**config.mk**
```make
export PLATFORM = sky130hd
export DESIGN_NAME = alu_result_tx_flat
export DESIGN_NICKNAME = d
export VERILOG_FILES = /design/src/rtl/alu_result_tx_pkg.sv /design/src/rtl/alu_result_tx_if.sv /design/src/rtl/alu_result_tx_baud_rate_gen.sv /design/src/rtl/alu_result_tx.sv /design/src/flat_wrapper.sv
export SDC_FILE = /design/constraint.sdc
export NUM_CORES = 1
export LEC_CHECK = 0
export ABC_AREA = 1
export ABC_CLOCK_PERIOD_IN_PS = 1600
export BUFFER_PORTS_ARGS = -buffer_cell sky130_fd_sc_hd__buf_2
export CORE_UTILIZATION = 43
export DETAILED_ROUTE_END_ITERATION = 7
export HOLD_SLACK_MARGIN = 0.06
export PLACE_DENSITY = 0.74
export SETUP_SLACK_MARGIN = 0.05
export SYNTH_ARGS = -nofsm -noshare
export SYNTH_HDL_FRONTEND = slang
export SYNTH_SLANG_ARGS = --single-unit
```
**constraint.sdc**
```tcl
create_clock -name i_clk -period 1.6 [get_ports i_clk]
set_input_delay 0.08 -clock i_clk [delete_from_list [all_inputs] [get_ports i_clk]]
set_output_delay 0.08 -clock i_clk [all_outputs]
set_load 0.05 [all_outputs]
```
**src/rtl/alu_result_tx_pkg.sv**
```systemverilog
// Shared types and constants for the ALU result UART transmitter.
// States, oversampling factor and baud divisor helper.
package alu_tx_pkg;

  typedef enum logic [2:0] {
    ST_IDLE   = 3'd0,
    ST_START  = 3'd1,
    ST_DATA   = 3'd2,
    ST_PARITY = 3'd3,
    ST_STOP   = 3'd4
  } state_t;

  localparam int OVERSAMPLE = 16;

  // Clock cycles per oversampling tick, rounded to nearest.
  function automatic int calc_baud_m(input longint clk_freq, input longint baud_rate);
    return int'((clk_freq + 8 * baud_rate) / (16 * baud_rate));
  endfunction

endpackage

```
**src/rtl/alu_result_tx_if.sv**
```systemverilog
// Request channel into the transmitter: ALU result plus valid/ready handshake.
// A transfer happens on a rising clock edge where i_valid and o_ready are both high.
interface alu_result_tx_if #(
  parameter int NB_DATA = 8
);
  logic [NB_DATA-1:0] i_data;
  logic               i_valid;
  logic               o_ready;

  modport master (output i_data, output i_valid, input o_ready);
  modport slave  (input i_data, input i_valid, output o_ready);
endinterface

```
**src/rtl/alu_result_tx_baud_rate_gen.sv**
```systemverilog
// Oversampling tick generator: one-cycle tick every M clocks while enabled,
// counter held at zero while disabled so frames start phase-aligned.
module baud_rate_gen #(
  parameter int M = 163
) (
  input  logic i_clk,
  input  logic i_reset,
  input  logic i_enable,
  output logic o_tick
);

  localparam int CW = (M > 1) ? $clog2(M) : 1;

  logic [CW-1:0] r_cnt;
  logic          w_wrap;

  assign w_wrap = (r_cnt == CW'(M - 1));

  always_ff @(posedge i_clk or negedge i_reset) begin
    if (!i_reset) begin
      r_cnt <= '0;
    end else if (!i_enable || w_wrap) begin
      r_cnt <= '0;
    end else begin
      r_cnt <= r_cnt + 1'b1;
    end
  end

  assign o_tick = i_enable && w_wrap;

endmodule

```
**src/rtl/alu_result_tx.sv**
```systemverilog
// UART 8N1-style transmitter for the ALU result. Optional even parity bit is
// enabled by defining ALU_RESULT_TX_PARITY_EN.
module alu_result_tx
  import alu_tx_pkg::*;
#(
  parameter int NB_DATA   = 8,
  parameter int CLK_FREQ  = 50_000_000,
  parameter int BAUD_RATE = 19_200,
  parameter int SB_TICKS  = 16
) (
  input  logic             i_clk,
  input  logic             i_reset,
  alu_result_tx_if.slave   s_if,
  output logic             o_tx,
  output logic             o_done,
  output state_t           o_dbg_state
);

  localparam int M      = calc_baud_m(CLK_FREQ, BAUD_RATE);
  localparam int TMAX   = (SB_TICKS > OVERSAMPLE) ? SB_TICKS : OVERSAMPLE;
  localparam int TW     = $clog2(TMAX);
  localparam int BW     = (NB_DATA > 1) ? $clog2(NB_DATA) : 1;

  state_t               r_state, w_state_next;
  logic [TW-1:0]        r_tick_cnt, w_tick_cnt_next;
  logic [BW-1:0]        r_bit_cnt, w_bit_cnt_next;
  logic [NB_DATA-1:0]   r_shift, w_shift_next;
  logic                 r_tx, w_tx_next;
  logic                 r_done, w_done_next;
  logic                 w_tick;
`ifdef ALU_RESULT_TX_PARITY_EN
  logic                 r_parity, w_parity_next;
`endif

  baud_rate_gen #(.M(M)) u_baud (
    .i_clk    (i_clk),
    .i_reset  (i_reset),
    .i_enable (r_state != ST_IDLE),
    .o_tick   (w_tick)
  );

  always_ff @(posedge i_clk or negedge i_reset) begin
    if (!i_reset) begin
      r_state    <= ST_IDLE;
      r_tick_cnt <= '0;
      r_bit_cnt  <= '0;
      r_shift    <= '0;
      r_tx       <= 1'b1;
      r_done     <= 1'b0;
    end else begin
      r_state    <= w_state_next;
      r_tick_cnt <= w_tick_cnt_next;
      r_bit_cnt  <= w_bit_cnt_next;
      r_shift    <= w_shift_next;
      r_tx       <= w_tx_next;
      r_done     <= w_done_next;
    end
  end

`ifdef ALU_RESULT_TX_PARITY_EN
  always_ff @(posedge i_clk or negedge i_reset) begin
    if (!i_reset) begin
      r_parity <= 1'b0;
    end else begin
      r_parity <= w_parity_next;
    end
  end
`endif

  // The line value registered here is the one the current state calls for, so
  // o_tx trails the state by one cycle and every symbol keeps its full length.
  always_comb begin
    w_state_next    = r_state;
    w_tick_cnt_next = r_tick_cnt;
    w_bit_cnt_next  = r_bit_cnt;
    w_shift_next    = r_shift;
    w_tx_next       = 1'b1;
    w_done_next     = 1'b0;
`ifdef ALU_RESULT_TX_PARITY_EN
    w_parity_next   = r_parity;
`endif
    case (r_state)
      ST_IDLE: begin
        if (s_if.i_valid) begin
          w_shift_next    = s_if.i_data;
          w_tick_cnt_next = '0;
          w_bit_cnt_next  = '0;
          w_state_next    = ST_START;
`ifdef ALU_RESULT_TX_PARITY_EN
          w_parity_next   = ^s_if.i_data;
`endif
        end
      end
      ST_START: begin
        w_tx_next = 1'b0;
        if (w_tick) begin
          if (r_tick_cnt == TW'(OVERSAMPLE - 1)) begin
            w_tick_cnt_next = '0;
            w_bit_cnt_next  = '0;
            w_state_next    = ST_DATA;
          end else begin
            w_tick_cnt_next = r_tick_cnt + 1'b1;
          end
        end
      end
      ST_DATA: begin
        w_tx_next = r_shift[0];
        if (w_tick) begin
          if (r_tick_cnt == TW'(OVERSAMPLE - 1)) begin
            w_tick_cnt_next = '0;
            w_shift_next    = r_shift >> 1;
            if (r_bit_cnt == BW'(NB_DATA - 1)) begin
`ifdef ALU_RESULT_TX_PARITY_EN
              w_state_next = ST_PARITY;
`else
              w_state_next = ST_STOP;
`endif
            end else begin
              w_bit_cnt_next = r_bit_cnt + 1'b1;
            end
          end else begin
            w_tick_cnt_next = r_tick_cnt + 1'b1;
          end
        end
      end
`ifdef ALU_RESULT_TX_PARITY_EN
      ST_PARITY: begin
        w_tx_next = r_parity;
        if (w_tick) begin
          if (r_tick_cnt == TW'(OVERSAMPLE - 1)) begin
            w_tick_cnt_next = '0;
            w_state_next    = ST_STOP;
          end else begin
            w_tick_cnt_next = r_tick_cnt + 1'b1;
          end
        end
      end
`endif
      ST_STOP: begin
        w_tx_next = 1'b1;
        if (w_tick) begin
          if (r_tick_cnt == TW'(SB_TICKS - 1)) begin
            w_tick_cnt_next = '0;
            w_done_next     = 1'b1;
            w_state_next    = ST_IDLE;
          end else begin
            w_tick_cnt_next = r_tick_cnt + 1'b1;
          end
        end
      end
      default: begin
        w_state_next = ST_IDLE;
      end
    endcase
  end

  assign s_if.o_ready = (r_state == ST_IDLE);
  assign o_tx         = r_tx;
  assign o_done       = r_done;
  assign o_dbg_state  = r_state;

endmodule

```
**src/flat_wrapper.sv**
```systemverilog
// flat-port wrapper written by rule: the top's interface ports become plain ports
module alu_result_tx_flat import alu_tx_pkg::*;
#(
  parameter int NB_DATA   = 8,
  parameter int CLK_FREQ  = 50_000_000,
  parameter int BAUD_RATE = 19_200,
  parameter int SB_TICKS  = 16
)
  (i_clk, i_reset, o_tx, o_done, o_dbg_state, s_if_i_data, s_if_i_valid, s_if_o_ready);
  alu_result_tx_if #(.NB_DATA(NB_DATA)) s_if_i ();
  input  logic i_clk;
  input  logic i_reset;
  output logic o_tx;
  output logic o_done;
  output state_t o_dbg_state;
  input wire logic [$bits(s_if_i.i_data)-1:0] s_if_i_data;
  input wire logic [$bits(s_if_i.i_valid)-1:0] s_if_i_valid;
  output wire logic [$bits(s_if_i.o_ready)-1:0] s_if_o_ready;
  assign s_if_i.i_data = s_if_i_data;
  assign s_if_i.i_valid = s_if_i_valid;
  assign s_if_o_ready = s_if_i.o_ready;
  alu_result_tx #(.NB_DATA(NB_DATA), .CLK_FREQ(CLK_FREQ), .BAUD_RATE(BAUD_RATE), .SB_TICKS(SB_TICKS)) u_core (.i_clk(i_clk), .i_reset(i_reset), .s_if(s_if_i), .o_tx(o_tx), .o_done(o_done), .o_dbg_state(o_dbg_state));
endmodule
```
After elaboration in Yosys (flattened, before gate mapping) --
Index checks and enable logic that the tools add are counted.
Operators by class: add/sub/neg operators 3, equality and inequality tests 16, muxes and demuxes 27, reductions and logical operators 13
Operators by type and width (count):
- 3-bit two-way mux | 12
- 8-bit two-way mux | 4
- 8-bit case mux with 2 select lines | 1
- 4-bit two-way mux | 3
- 3-bit case mux with 4 select lines | 1
- 2-bit by 1-bit inequality test with 1-bit output (second input constant) | 5
- 2-bit inequality test (second input constant) | 5
- 3-bit case mux with 3 select lines | 1
- 8-bit by 1-bit adder with 8-bit output (second input constant) | 1
- 8-bit == test (second input constant) | 1
- 4-bit case mux with 2 select lines | 1
- 8-bit AND reduction | 1
- 7-bit AND reduction | 1
- 3-bit == test (second input constant) | 2
- 3-bit nonzero test | 2
- 4-bit by 1-bit adder with 4-bit output (second input constant) | 1
- 4-bit == test (second input constant) | 1
- 4-bit AND reduction | 1
- 2-bit nonzero test | 2
- 3-bit by 1-bit adder with 3-bit output (second input constant) | 1
- 3-bit by 1-bit == test with 1-bit output (second input constant) | 1
- 3-bit by 2-bit == test with 1-bit output (second input constant) | 1
- 3-bit logical NOT | 1
- 1-bit two-way mux | 3
- 6 further kinds | 6
Storage, ports and cells: register bits 28, output and inout bits 6

Logic depth before layout (Yosys ltp) --
Gate-level depths: netlist (run 1).
depth after elaboration 5, mapped depth 9, depth with buffers taken out 9

Hierarchy --
From an unflattened synthesis (run 1), not the netlist that was laid out.
Second synthesis, totals: cell total of the unflattened synthesis 224, area total of the unflattened synthesis 1657.8 sq um
By module, submodules not included:
- alu_result_tx | times used 1, cells each 170, area an instance 1234.9 sq um, sequential area each 501.7 sq um
- baud_rate_gen | times used 1, cells each 54, area an instance 422.9 sq um, sequential area each 200.2 sq um

Worst setup path after synthesis (run 1) --
No wires, ideal clock.
path kind register -> register, start reg u_core.r_state[1], in the netlist u_core.o_dbg_state[1], end reg u_core.r_shift[7], setup time 0.126 ns, arrival 1.596 ns, slack -0.122 ns, stages on the path, launching flop included 8, buffers on the path 1, clock period less this slack 1.722 ns, cell sequence dfrtp_1 > nor2_1 > nand2_2 > inv_2 > nand2_4 > o21ai_4 > buf_6 > o21ai_0
On the way: elaborated cells on any way between the ends 10
RTL lines:
- from (decl) | line alu_result_tx.sv:24 | state_t r_state, w_state_next;
- from (signal assigned) | line alu_result_tx.sv:51 | r_state <= w_state_next;
- 3-bit logical NOT (*)
- net s_if_o_ready | line flat_wrapper.sv:18 | output wire logic [$bits(s_if_i.o_ready)-1:0] s_if_o_ready;
- 2-bit inequality test (no line) or 2-bit nonzero test (tied branches)
- 4-bit AND reduction (no line)
- to (signal assigned) | line alu_result_tx.sv:54 | r_shift <= w_shift_next;
- to (decl) | line alu_result_tx.sv:27 | logic [NB_DATA-1:0] r_shift, w_shift_next;
Mark *: on every way through the listed nets, which the timed path passes. The rest lies on a longest branch. A chain may end at the register's enable or synchronous reset.

Worst setup path in the final report (run 1) --
start reg u_core.r_tick_cnt[0], end reg u_core.r_shift[6]
On the way: word-level cells in the longest chain between the ends 3
Ends and longest elaborated chain:
- from (decl) | line alu_result_tx.sv:25 | logic [TW-1:0] r_tick_cnt, w_tick_cnt_next;
- from (signal assigned) | line alu_result_tx.sv:52 | r_tick_cnt <= w_tick_cnt_next;
- 4-bit == test | line alu_result_tx.sv:109 | if (r_tick_cnt == TW'(OVERSAMPLE - 1)) begin
- 2-bit by 1-bit inequality test with 1-bit output (no line)
- 4-bit AND reduction (no line)
Every way passes these cells.

==> results of run 1 <==
final timing paths:
kind | start | end | slack [ps] | cells after the start
setup / recovery | u_core.r_tick_cnt[0] | u_core.r_shift[6] | 70 | 8
hold reg to reg | u_core.r_bit_cnt[1] | u_core.r_bit_cnt[1] | 500 | 2
hold / removal | s_if_i_data[0] | u_core.r_shift[0] | 80 | 5
setup reg to reg | u_core.r_tick_cnt[0] | u_core.r_shift[6] | 70 | 8
min in group asynchronous | i_reset | u_core.u_baud.r_cnt[5] | 280 | 2
max in group asynchronous | i_reset | u_core.o_dbg_state[0] | 870 | 2
state kept, by name (all words and copies together) (netlist names):
register / cells
u_core.o_dbg_state: 3
u_core.o_done: 1
u_core.o_tx: 1
u_core.r_bit_cnt: 3
u_core.r_shift: 8
u_core.r_tick_cnt: 4
u_core.u_baud.r_cnt: 8
layout make-up:
type,count,area [um^2]
Clock buffer,4,36.3
Inverter,25,96.3
Fill cell,301,1430
Multi-Input combinational cell,127,797
Tap cell,46,57.6
Sequential cell,28,706
Timing Repair Buffer,35,270
logic make-up (layout without fill, tap and decap cells):
| logic type | count (synthesis) | in the layout | synth area share |
|---|---|---|---|
| compound gates | 23 | 23 | 0.0874 |
| flops | 28 | 28 | 0.454 |
| xor+xnor | 3 | 3 | 0.0170 |
| buf+inv | 29 | 64 | 0.0874 |
| simple gates | 96 | 96 | 0.313 |
| fa+ha+maj | 5 | 5 | 0.0405 |
power by group through the flow:
stage	clock, mW	combinational, mW	sequential (mW)
6_report	0.344	0.0477	0.708
2_1_floorplan	0	0.00691	0.721
3_3_place_gp	0	0.0351	0.721
4_1_cts	0.358	0.0466	0.708
3_5_place_dp	0	0.0355	0.721
5_1_grt	0.383	0.0551	0.708
metal layers:
layer | vias to the layer above | global-route usage
met5 | - | 0
li1 | 661 | -
met3 | 2 | 0.0186
met1 | 582 | 0.230
met4 | 0 | 0.0571
met2 | 14 | 0.275
stage by stage:
step | area, um^2 | TNS (ps)
after detailed placement | 1680 | 0
after CTS | 1800 | 0
final | 1960 | 0
after global routing | 1960 | -9.59
after floorplan | 1550 | 0
after global placement | 1680 | 0
repair_timing:
action / CTS / global route
cloned: 0 / 1
buffers inserted: 1 / 7
pin swaps: 1 / 10
endpoints found under the setup margin: 14 / 25
resized for setup: 3 / 27
hold buffers: 6 / 0
endpoints found under the hold margin: 31 / 0
worst max-delay path, cell delays in order (launching register included):
cell,delay (ps)
dfrtp_1,430
ha_2,200
nand2_2,60
nor2_4,160
nand3_4,120
o21ai_4,200
clkbuf_16,190
nand2_4,40
o21ai_2,60
cell usage after synthesis:
cell and n:
dfstp_2 1, nand2_2 3, inv_2 3, o21ai_0 15, and2_1 1, nand2_1 46, nand2_4 1, nand4_1 2
nor3b_2 3, a21oi_1 3, nor2_1 13, or2_1 1, buf_4 1, buf_6 3, nand3b_1 3, ha_1 5
nor2_2 1, nand3_1 16, inv_1 22, o22ai_1 1, o21ai_2 2, nor2_4 1, o21ai_4 1, xor2_1 3
nor3_2 1, nand3_2 4, o21ai_1 1, dfrtp_1 27
==> results.md, run 1 <==
- Average vias per placed instance: around 4.8
- # setup viols final: 0
- DR WL met2: 1.50 mm
- Die ar.: 3840 um^2
- WS Path Type: reg -> reg
- Max-slew violation count: 0
- Final Util: 0.579
- Slew HR: 0.577
- Highest routed layer: met4
- Fin cells: 265
- Grt total ovfl: 0
- Clk network pwr share: 0.313
- CP max FO: 7
- Number of port buffers: 16
- CTS buffer count: 3
- CTS tree: done
- Avg WL per Cell: 11.3 um
- First-pass GRT wire length: 4.75 mm
- Initial drt markers: 42
- Crit path arrival time: 1790 ps
- Final Critical Period: 1530 ps
- Final hold viol count: 0
- Vias in the first global route: 1,126
- Cell row count: 21
- Post-synth top area share: 0.437
- ANT nets after route: 0
- Mapped Cells: ~180
- Residual DRC: 0
- Worst-margin pin slew: 635 ps
- H-tree levels: 1
- Min-delay worst type: in -> reg
- Worst-Skew Late Latency: 320 ps
- Leak: 0.991 nW
- Share of layout cells above drive strength 1: 0.347
- Syn Std Cell Area: roughly 1500 um^2
- Clock Sink Count: 28
- Peak VDD IR: roughly 0.34 mV
- Overall power: 1.10 mW
- RePlAce Congestion: about 0.78
- Startpoint types: register
- Initial antenna violation count: 0
- Antenna cells: 0
- Met1 WL: about 1.4 mm
- Max Freq: about 650 MHz
- Logic pwr share: 0.043
- Die Wd: 61.9 um
- Die H: 61.9 um
- Placed cells: about 250
- Mapped Nets: 200
- CP Capture Type: register
- Max Clock Skew: between 7 and 8 ps
- Synth area leaders: dfrtp_1 (44%), nand2_1 (11%), inv_1 (5.3%)
- I/O pin total: 17
- Commonest cells after routing, fill and taps aside: nand2_1 (38), dfrtp_1 (24), inv_1 (22)
- Pin count of the biggest net entering global routing: 29
- Initial Util: 0.456
- Tot GR Track Use: 0.168
- Via Count: 1,259
- 1st-pass router iterations: 4
- Clock Tree Buf Depth: 2
- Syn avg cell area: around 8.4 um^2
- Pwr/cell area: 560 nW/um^2
- Internal Power: between 800 and 900 uW
- Yosys reg bits: 28
- Crit share post-route: 0.958
- Seq/Total Area, Yosys: 0.454
- Sw power: 230 uW
- Unique masters post-synth: 28
- Place WS: 27.5 ps
- RSZ-0062 raised after global routing: yes
- Most common cell after layout, fill and taps aside: nand2_1
- Post-layout worst setup margin: around 67 ps
- Leading area contributor after synthesis: dfrtp_1
- Min Hold Slack: slightly below 80 ps
- Status: finished, final reports clean
- Core ar.: ~3400 um^2
- WL met3: 59 um
- Drt total wl: 3.00 mm
- Synth warn: 0
- MaxCap Viol Count: 0
- Reg power frac: 0.644
- Worst EP required: 1860 ps
- Clock transition at path regs: 150 ps
- Layout area overhead: 27.0%
- Post-DP HPWL: 1.97 mm
- Clock root buffer: clkbuf_4
- Net switching fraction of the power: 0.210
- Final layout net count: 236
(Power assumes the default switching activity.)
==> run 2: changes to the inputs <==
Settings changed: PLACE_DENSITY 0.74 to not set.
==> run 2 against run 1 <==
Hold slack better by 3.0 ps; sequential share of layout area shrank 0.72 points; via count grew 4.3%; highest routed layer unchanged; design area up 2.0%; sequential cell count did not move; core utilization grew 1.2 points; critical path depth grew 2; clock skew is 7.7 ps higher; register-to-register slack better by 20 ps.
==> results.md, run 2 (synthesized netlist as in run 1, its figures left out) <==
- Status: finished, final reports clean
- # setup viols final: 0
- Commonest cells after routing, fill and taps aside: nand2_1 (40), dfrtp_1 (24), inv_1 (21)
- Share of layout cells above drive strength 1: 0.345
- Leak: 1.00 nW
- WS Path Type: reg -> reg
- Clock transition at path regs: around 140 ps
- Worst-Skew Late Latency: 340 ps
- Grt total ovfl: 0
- Initial antenna violation count: 0
- CTS buffer count: 3
- Pwr/cell area: 612 nW/um^2
- Die H: 61.9 um
- Biggest regs: u_core.r_shift: 8 flops, u_core.u_baud.r_cnt: 8 flops, u_core.r_tick_cnt: 4 flops
- H-tree levels: 1
- 1st-pass router iterations: 4
- Crit path arrival time: 1750 ps
- Post-DP HPWL: approximately 2.2 mm
- Via Count: around 1,300
- RSZ-0062 raised after global routing: yes
- Tot GR Track Use: 0.176
- Min Hold Slack: 82.0 ps
- Final Critical Period: 1510 ps
- ANT nets after route: 0
- Crit share post-route: 0.945
- Number of port buffers: 16
- Initial Util: 0.456
- Clock Sink Count: 28
- Final hold viol count: 0
- CP Capture Type: register
- Drt total wl: 3.29 mm
- Flop2flop setup slack: 90 ps
- Cell row count: 21
- First-pass GRT wire length: 4.96 mm
- CTS tree: done
- Startpoint types: register
- Average vias per placed instance: 4.88
- Die Wd: 61.9 um
- Peak VDD IR: approximately 0.53 mV
- RePlAce Congestion: approximately 0.8
- Max-slew violation count: 0
- Max Clock Skew: 15.5 ps
- Residual DRC: 0
- Avg WL per Cell: between 10 and 15 um
- Worst EP required: between 1500 and 2000 ps
- Clock Tree Buf Depth: 2
- Final layout net count: 240
- Slew HR: 0.581
- Antenna cells: 0
- MaxCap Viol Count: 0
- Layout filler cell count: 311
- Core ar.: 3390 um^2
- CP max FO: 3
- Pin count of the biggest net entering global routing: 29
- Min-delay worst type: in -> reg
- Clock root buffer: clkbuf_4
- Vias in the first global route: 1,176
- Initial drt markers: 39
- Max Freq: 662 MHz
- Worst-margin pin slew: roughly 630 ps
- Final Util: 0.591
- I/O pin total: 17
- Layout area overhead: 29.6%
- Die ar.: around 3800 um^2
- Most common cell after layout, fill and taps aside: nand2_1
## run 2: cell types whose count changed in the layout (fill, tap and decap cells not counted), sizes merged
cell         change
buf              +3
bufinv           +1
clkbuf           -2
dlygate4sd3      +2
## run 2: power breakdown
| part | internal, mW | switching (mW) | total, mW |
|---|---|---|---|
| sequential | 0.708 | 0 | 0.708 |
| combinational | 0.0250 | 0.0253 | 0.0503 |
| clock | 0.254 | 0.214 | 0.468 |
| total | 0.987 | 0.239 | 1.23 |
## run 2: routing by layer
layer | vias to the layer above | GRT usage | part of all wire
li1 | 666 | - | -
met1 | 628 | 0.224 | 0.45
met2 | 15 | 0.307 | 0.52
met3 | 4 | 0.0373 | 0.019
met4 | 0 | 0.0381 | 0.0088
met5 | - | 0 | 0
## run 2: path summary, 6_finish.rpt
kind,from,endpoint,cells past startpoint
max,u_core.r_bit_cnt[1],u_core.o_dbg_state[1],10
min,s_if_i_data[2],u_core.r_shift[2],5
max reg2reg,u_core.r_bit_cnt[1],u_core.o_dbg_state[1],10
min reg2reg,u_core.r_bit_cnt[1],u_core.r_bit_cnt[1],2
max in group asynchronous,i_reset,u_core.o_dbg_state[2],2
min in group asynchronous,i_reset,u_core.u_baud.r_cnt[5],2
## run 2: final cells by class
class | instances | area, um^2 | area share
sequential | 28 | 706 | 0.352
multi-input combinational | 127 | 803 | 0.401
inverter | 25 | 96.3 | 0.0481
tap | 46 | 57.6 | 0.0287
timing repair buffer | 39 | 288 | 0.144
clock buffer | 3 | 22.5 | 0.0112
clock inverter | 1 | 30.0 | 0.0150
## run 2: repair_timing
item,4_1_cts,5_1_grt
pin swaps,2,12
resized for setup,4,29
hold endpoints to repair,34,0
setup endpoints to repair,15,27
gates cloned,0,1
hold buffers,8,0
buffers inserted,6,4
## run 2: through the flow
step	power [mW]	setup TNS, ps	setup WS [ps]	std cells	area (um^2)
floorplan	0.728	0	79.5	184	1550
global placement	0.756	0	66.0	246	1680
detailed placement	0.757	-38.3	-25.7	246	1680
CTS	1.25	0	45.3	264	1870
global route	1.28	-8.31	-8.31	269	2000
finish	1.23	0	88.6	269	2000
## run 2: worst max-delay path, stage by stage (launching register included)
cell     delay [ps]
dfrtp_1         380
ha_2            210
ha_4            130
nor2_2           30
buf_4           120
nand3_1          80
o21ai_2          70
a21oi_2         180
nand2_1         100
nand2_1          70
nand2_1          40
